[src/rtl/riscv_prog_loader_pkg.sv]
// Shared definitions for the riscv program loader: FSM encoding and frame geometry.
// Both the FSM and the byte packer import this package.
package riscv_loader_pkg;

  typedef enum logic [2:0] {
    ST_IDLE,
    ST_LEN_LO,
    ST_LEN_HI,
    ST_DATA,
    ST_WRITE,
    ST_DONE,
    ST_ERR
  } loader_state_t;

  localparam int HDR_BYTES  = 2;
  localparam int LEN_W      = HDR_BYTES * 8;
  localparam int WORD_BYTES = 4;
  localparam int LANE_W     = $clog2(WORD_BYTES);

  // A new frame may only be requested once the previous one has settled.
  function automatic logic accepts_start(input loader_state_t s);
    return (s == ST_IDLE) || (s == ST_DONE) || (s == ST_ERR);
  endfunction

endpackage

[src/rtl/riscv_prog_loader_if.sv]
// Host byte stream plus instruction-memory write port seen by the loader.
// The master side is the loader: it drives in_ready and the memory write port.
interface riscv_prog_loader_if #(
  parameter int ADDR_W = 6
);
  logic [7:0]        in_data;
  logic              in_valid;
  logic              in_ready;
  logic              mem_we;
  logic [ADDR_W-1:0] mem_addr;
  logic [31:0]       mem_wdata;

  modport master (
    input  in_data, in_valid,
    output in_ready, mem_we, mem_addr, mem_wdata
  );

  modport slave (
    output in_data, in_valid,
    input  in_ready, mem_we, mem_addr, mem_wdata
  );
endinterface

[src/rtl/riscv_prog_loader_byte_packer.sv]
// Assembles four little-endian bytes into a 32-bit word and tracks the current lane.
// clear restarts the lane counter at the beginning of every word.
module byte_packer
  import riscv_loader_pkg::*;
(
  input  logic        clk,
  input  logic        rst,
  input  logic        clear,
  input  logic        byte_valid,
  input  logic [7:0]  byte_data,
  output logic [31:0] word,
  output logic        lane_last
);

  logic [LANE_W-1:0]     lane_reg;
  logic [31:0]           word_reg;
  logic [WORD_BYTES-1:0] lane_we;

  genvar gi;
  generate
    for (gi = 0; gi < WORD_BYTES; gi++) begin : g_lane
      assign lane_we[gi] = byte_valid && (lane_reg == LANE_W'(gi));
    end
  endgenerate

  always_ff @(posedge clk or negedge rst) begin
    if (!rst) begin
      lane_reg <= '0;
      word_reg <= '0;
    end else begin
      if (clear) begin
        lane_reg <= '0;
      end else if (byte_valid) begin
        lane_reg <= lane_reg + LANE_W'(1);
      end
      for (int i = 0; i < WORD_BYTES; i++) begin
        if (lane_we[i]) begin
          word_reg[i*8 +: 8] <= byte_data;
        end
      end
    end
  end

  assign word      = word_reg;
  assign lane_last = (lane_reg == LANE_W'(WORD_BYTES - 1));

endmodule

[src/rtl/riscv_prog_loader.sv]
// Receives a length-prefixed program over a byte stream, writes it into instruction
// memory and releases the core from reset only after a complete, valid load.
module riscv_prog_loader
  import riscv_loader_pkg::*;
#(
  parameter int MEM_WORDS = 64,
  parameter int ADDR_W    = 6
)(
  input  logic                clk,
  input  logic                rst,
  input  logic                start,
  riscv_prog_loader_if.master bus,
  output logic                cpu_rst,
  output logic                busy,
  output logic                done,
  output logic                err
);

  loader_state_t     state_reg, state_next;
  logic [LEN_W-1:0]  count_reg;
  logic [ADDR_W-1:0] index_reg;

  logic              xfer;
  logic [LEN_W-1:0]  len_full;
  logic              last_word;
  logic              packer_clear;
  logic              packer_valid;
  logic [31:0]       packed_word;
  logic              lane_last;

  assign xfer      = bus.in_valid && bus.in_ready;
  assign len_full  = {bus.in_data, count_reg[7:0]};
  assign last_word = (LEN_W'(index_reg) == (count_reg - LEN_W'(1)));

  // Lane counter restarts whenever a new word begins: after the header and after each write.
  assign packer_clear = ((state_reg == ST_LEN_HI) && xfer) || (state_reg == ST_WRITE);
  assign packer_valid = (state_reg == ST_DATA) && xfer;

  byte_packer u_packer (
    .clk        (clk),
    .rst        (rst),
    .clear      (packer_clear),
    .byte_valid (packer_valid),
    .byte_data  (bus.in_data),
    .word       (packed_word),
    .lane_last  (lane_last)
  );

  always_ff @(posedge clk or negedge rst) begin
    if (!rst) begin
      state_reg <= ST_IDLE;
    end else begin
      state_reg <= state_next;
    end
  end

  always_ff @(posedge clk or negedge rst) begin
    if (!rst) begin
      count_reg <= '0;
      index_reg <= '0;
    end else begin
      if (accepts_start(state_reg) && start) begin
        index_reg <= '0;
      end
      if ((state_reg == ST_LEN_LO) && xfer) begin
        count_reg[7:0] <= bus.in_data;
      end
      if ((state_reg == ST_LEN_HI) && xfer) begin
        count_reg[15:8] <= bus.in_data;
      end
      if ((state_reg == ST_WRITE) && !last_word) begin
        index_reg <= index_reg + ADDR_W'(1);
      end
    end
  end

  always_comb begin
    state_next    = state_reg;
    bus.in_ready  = 1'b0;
    bus.mem_we    = 1'b0;
    bus.mem_addr  = index_reg;
    bus.mem_wdata = packed_word;
    busy          = 1'b0;
    done          = 1'b0;
    err           = 1'b0;
    cpu_rst       = 1'b1;

    case (state_reg)
      ST_IDLE: begin
        if (start) state_next = ST_LEN_LO;
      end
      ST_LEN_LO: begin
        bus.in_ready = 1'b1;
        busy         = 1'b1;
        if (xfer) state_next = ST_LEN_HI;
      end
      ST_LEN_HI: begin
        bus.in_ready = 1'b1;
        busy         = 1'b1;
        // Reject empty frames and frames that would overrun memory before any write happens.
        if (xfer) begin
          if ((len_full == '0) || (len_full > LEN_W'(MEM_WORDS))) begin
            state_next = ST_ERR;
          end else begin
            state_next = ST_DATA;
          end
        end
      end
      ST_DATA: begin
        bus.in_ready = 1'b1;
        busy         = 1'b1;
        if (xfer && lane_last) state_next = ST_WRITE;
      end
      ST_WRITE: begin
        bus.mem_we = 1'b1;
        busy       = 1'b1;
        state_next = last_word ? ST_DONE : ST_DATA;
      end
      ST_DONE: begin
        done    = 1'b1;
        cpu_rst = 1'b0;
        if (start) state_next = ST_LEN_LO;
      end
      ST_ERR: begin
        err = 1'b1;
        if (start) state_next = ST_LEN_LO;
      end
      default: begin
        state_next = ST_IDLE;
      end
    endcase
  end

endmodule

[src/flat_wrapper.sv]
// flat-port wrapper written by rule: the top's interface ports become plain ports
module riscv_prog_loader_flat import riscv_loader_pkg::*;
#(
  parameter int MEM_WORDS = 64,
  parameter int ADDR_W    = 6
)
  (clk, rst, start, cpu_rst, busy, done, err, bus_in_data, bus_in_valid, bus_in_ready, bus_mem_we, bus_mem_addr, bus_mem_wdata);
  riscv_prog_loader_if #(.ADDR_W(ADDR_W)) bus_i ();
  input  logic clk;
  input  logic rst;
  input  logic start;
  output logic cpu_rst;
  output logic busy;
  output logic done;
  output logic err;
  input wire logic [$bits(bus_i.in_data)-1:0] bus_in_data;
  input wire logic [$bits(bus_i.in_valid)-1:0] bus_in_valid;
  output wire logic [$bits(bus_i.in_ready)-1:0] bus_in_ready;
  output wire logic [$bits(bus_i.mem_we)-1:0] bus_mem_we;
  output wire logic [$bits(bus_i.mem_addr)-1:0] bus_mem_addr;
  output wire logic [$bits(bus_i.mem_wdata)-1:0] bus_mem_wdata;
  assign bus_i.in_data = bus_in_data;
  assign bus_i.in_valid = bus_in_valid;
  assign bus_in_ready = bus_i.in_ready;
  assign bus_mem_we = bus_i.mem_we;
  assign bus_mem_addr = bus_i.mem_addr;
  assign bus_mem_wdata = bus_i.mem_wdata;
  riscv_prog_loader #(.MEM_WORDS(MEM_WORDS), .ADDR_W(ADDR_W)) u_core (.clk(clk), .rst(rst), .start(start), .bus(bus_i), .cpu_rst(cpu_rst), .busy(busy), .done(done), .err(err));
endmodule
[config.mk]
export PLATFORM = sky130hd
export DESIGN_NAME = riscv_prog_loader_flat
export DESIGN_NICKNAME = d
export VERILOG_FILES = /design/src/rtl/riscv_prog_loader_pkg.sv /design/src/rtl/riscv_prog_loader_if.sv /design/src/rtl/riscv_prog_loader_byte_packer.sv /design/src/rtl/riscv_prog_loader.sv /design/src/flat_wrapper.sv
export SDC_FILE = /design/constraint.sdc
export NUM_CORES = 1
export LEC_CHECK = 0
export ABC_AREA = 1
export CORE_AREA = 2 2 85 87
export DETAILED_ROUTE_END_ITERATION = 10
export DIE_AREA = 0 0 87 89
export PLACE_DENSITY = 0.82
export SLEW_MARGIN = 30
export SYNTH_ARGS = -nofsm -noshare
export SYNTH_HDL_FRONTEND = slang
export SYNTH_HIERARCHICAL = 1
export SYNTH_SLANG_ARGS = --single-unit
[constraint.sdc]
create_clock -name clk -period 1.8 [get_ports clk]
set_input_delay 0.36 -clock clk [delete_from_list [all_inputs] [get_ports clk]]
set_output_delay 0.36 -clock clk [all_outputs]
set_load 0.05 [all_outputs]
==> flow_metrics.env <==
export IMPL_status="complete, but fails checks"
export IMPL_violations="setup timing"
export IMPL_power_total_w=0.00721
export IMPL_period_minus_slack_ns=1.82
export IMPL_largest_reg_flops=32
export IMPL_ys_seq_area_share_pct=45.8
export IMPL_fin_crit_sh_pct=101
export IMPL_wirelength_microns=8220
export IMPL_grt_pass1_wl_microns=13700
export IMPL_worst_slack_ns=-0.0150
export IMPL_drt_iter0_drc=220
export IMPL_synth_nets=444
export IMPL_reg2reg_from="u_core/count_reg[1]$_DFFE_PN0P_"
export IMPL_grt_start_max_net_pins=60
export IMPL_wl_per_cell_microns=13.8
export IMPL_io_buffers=55
export IMPL_grt_usage_pct=22.6
export IMPL_vias=3076
export IMPL_criticalPathCategory="reg2reg"
export IMPL_diodes=0
export IMPL_end_kind="flip-flop"
export IMPL_die_width_microns=87
export IMPL_worstPathArrival_ns=2.04
export IMPL_die_y_microns=89
export IMPL_viasPerCell=5.17
export IMPL_cp_endpoint="u_core/bus.mem_addr[3]$_DFFE_PN0P_"
export IMPL_worstSkewPairLatency_ns=0.34
export IMPL_synth_cell_area_sq_um=3220
export IMPL_dieArea_sq_um=7740
export IMPL_startpoint="u_core/count_reg[1]$_DFFE_PN0P_"
export IMPL_grt_pass1_vias=2954
export IMPL_finalHoldViolations=0
export IMPL_r2r_slack_ns=-0.02
export IMPL_place_congestion=0.959
export IMPL_rsz0062_at_grt="yes"
export IMPL_max_slew_margin_pct=71.5
export IMPL_htreeDepth=3
export IMPL_start_util_pct=47.9
export IMPL_ys_seq_elements=59
export IMPL_pwr_density_cell_nw_per_um2=1660
export IMPL_clock_skew_ns=0.0120
export IMPL_drt_pass1_iter_count=5
export IMPL_layout_nets=528
export IMPL_drc=0
export IMPL_pre_cts_ws_ns=-0.121
export IMPL_ant_nets=0
export IMPL_crit_required_ns=2.02
export IMPL_syn_to_final_growth_pct=34.7
export IMPL_final_layout_size_suffix_gt1_share_pct=26.6
export IMPL_dp_final_hpwl_microns=5990
export IMPL_leakage_nw=2.34
export IMPL_hold_class="in2async"
export IMPL_numCtsBuffers=9
export IMPL_post_synth_top_area_cell="dfrtp_1"
export IMPL_clk_pin_slew_worst_paths_ns=0.07
export IMPL_worstReg2RegEnd="u_core/bus.mem_addr[3]$_DFFE_PN0P_"
export IMPL_cts_tree="built"
export IMPL_core_area_sq_um=6720
export IMPL_ys_types=30
export IMPL_grt_antenna_before_repair=0
export IMPL_synth_area_leaders="dfrtp_1, nand2_1, nand3_1"
export IMPL_syn_inst=426
export IMPL_io_pins=56
export IMPL_clock_path_buffers=2
export IMPL_worstSetupStartpointType="flip-flop"
export IMPL_grt_overflow_total=0
export IMPL_finalSetupViolations=2
export IMPL_clock_sinks=59
export IMPL_synth_top_area_share_pct=45.8
export IMPL_rows=30
export IMPL_crit_path_max_fanout=8
export IMPL_fillers=555
export IMPL_synth_area_per_cell_sq_um=7.56
export IMPL_irDropWorstVdd_uv=787
export IMPL_yosysWarnings=6
export IMPL_fmaxAchievable_mhz=551
export IMPL_tightest_slew_ns=0.428
export IMPL_cap_violations=0
export IMPL_cts_root_buf="clkbuf_8"
export IMPL_finalMaxSlewViolations=0
export IMPL_r2r_cells=15
placed cells by master (no fill, tap or decap), types with 2 or more instances in the layout:
cell             synthesis  routed
inv_2                    2       4
nand2_1                162     159
buf_4                    1      61
o21ai_0                 18      18
nand2_2                  1       4
nor2_4                   3       8
nand3_1                 59      57
nand4_1                  4       4
xor2_1                   5       5
nand3b_1                 3       3
ha_1                     6       5
dfrtp_2                  0       5
clkinv_1                 3       3
clkinvlp_4               0       2
nand2_4                  7       7
inv_1                   36      34
clkinv_4                 0       2
clkbuf_8                 0       9
nor3_1                   2       2
nand3_2                  2       3
buf_12                   0      10
nor2_2                   8      11
nor2_1                  26      18
dfrtp_1                 59      54
clkdlybuf4s50_1          0      10
logic make-up (layout without fill, tap and decap cells):
logic type | after synthesis | in the layout | share of synthesized area [%]
compound gates | 23 | 23 | 3.73
xor+xnor | 6 | 6 | 1.63
fa+ha+maj | 6 | 6 | 2.33
buf+inv | 52 | 141 | 6.53
flops | 59 | 59 | 45.8
simple gates | 280 | 280 | 39.9
power by group:
| group | switching (W) | internal [W] | total, W |
|---|---|---|---|
| Combinational | 0.00247 | 0.00142 | 0.00390 |
| Clock | 0.000560 | 0.000645 | 0.00121 |
| Sequential | 0.000417 | 0.00170 | 0.00211 |
Yosys cell counts (all sizes together):
cell      n
nand2   170
nand3    61
dfrtp    59
inv      39
nor2     38
o21ai    20
buf       8
ha        6
nand4     5
xor2      5
clkinv    3
nand3b    3
clkbuf    2
nor3      2
a21oi     1
a31oi     1
and2      1
o22a      1
xnor2     1
layout make-up:
cell class | count | area (sq um) | share of cell area (%)
Inverter | 42 | 160 | 3.69
Sequential cell | 59 | 1480 | 34.2
Multi-Input combinational cell | 315 | 1620 | 37.4
Timing Repair Buffer | 83 | 774 | 17.9
Tap cell | 80 | 100 | 2.31
Clock inverter | 7 | 76.3 | 1.76
Clock buffer | 9 | 124 | 2.86
per-layer routing:
| layer | GRT usage [%] | vias to the layer above | wire length [microns] |
|---|---|---|---|
| li1 | - | 1511 | - |
| met1 | 29.9 | 1461 | 3620 |
| met2 | 36.9 | 90 | 4000 |
| met3 | 4.80 | 14 | 453 |
| met4 | 8.10 | 0 | 146 |
| met5 | 0 | - | 0 |
timing repair:
action | CTS | global route
hold buffers | 0 | 0
resized for setup | 17 | 10
endpoints found under the setup margin | 10 | 12
buffers inserted | 1 | 4
pin swaps | 1 | 8
critical path: stages (launching register included):
cell and delay, ns:
dfrtp_1 0.34, inv_1 0.07, ha_4 0.26, inv_1 0.03
nand2_1 0.06, nand2_1 0.04, nor2_1 0.11, nand3_1 0.08
nor2_1 0.09, nand2_1 0.07, nor2_2 0.12, nand3_2 0.11
nand2_4 0.14, inv_4 0.06, nand2_1 0.06, nand2_1 0.06
metrics by stage:
| step | cells | area (sq um) | util (%) | hold slack, ns | TNS, ns |
|---|---|---|---|---|---|
| floorplan | 426 | 3230 | - | 0.0644 | -0.242 |
| global placement | 574 | 4010 | 59.7 | 0.383 | -0.0639 |
| detailed placement | 574 | 4010 | 59.7 | 0.391 | -0.671 |
| CTS | 591 | 4280 | 63.7 | 0.0202 | -0.0342 |
| global route | 595 | 4340 | 64.6 | 0.0378 | -1.09 |
| finish | 595 | 4340 | 64.6 | 0.0114 | -0.0288 |
how the worst min path moves through the flow:
stage                     slack [ns]                                   end
final                           0.01       u_core/state_reg[0]$_DFFE_PN0P_
after global routing            0.04  u_core/u_packer/word[13]$_DFFE_PN0P_
after CTS                       0.02   u_core/u_packer/word[4]$_DFFE_PN0P_
after detailed placement        0.39       u_core/state_reg[0]$_DFFE_PN0P_
after global placement          0.38       u_core/state_reg[2]$_DFFE_PN0P_
after floorplan                 0.06    u_core/bus.mem_addr[0]$_DFFE_PN0P_
No activity file was read; power rests on OpenSTA's default activity.
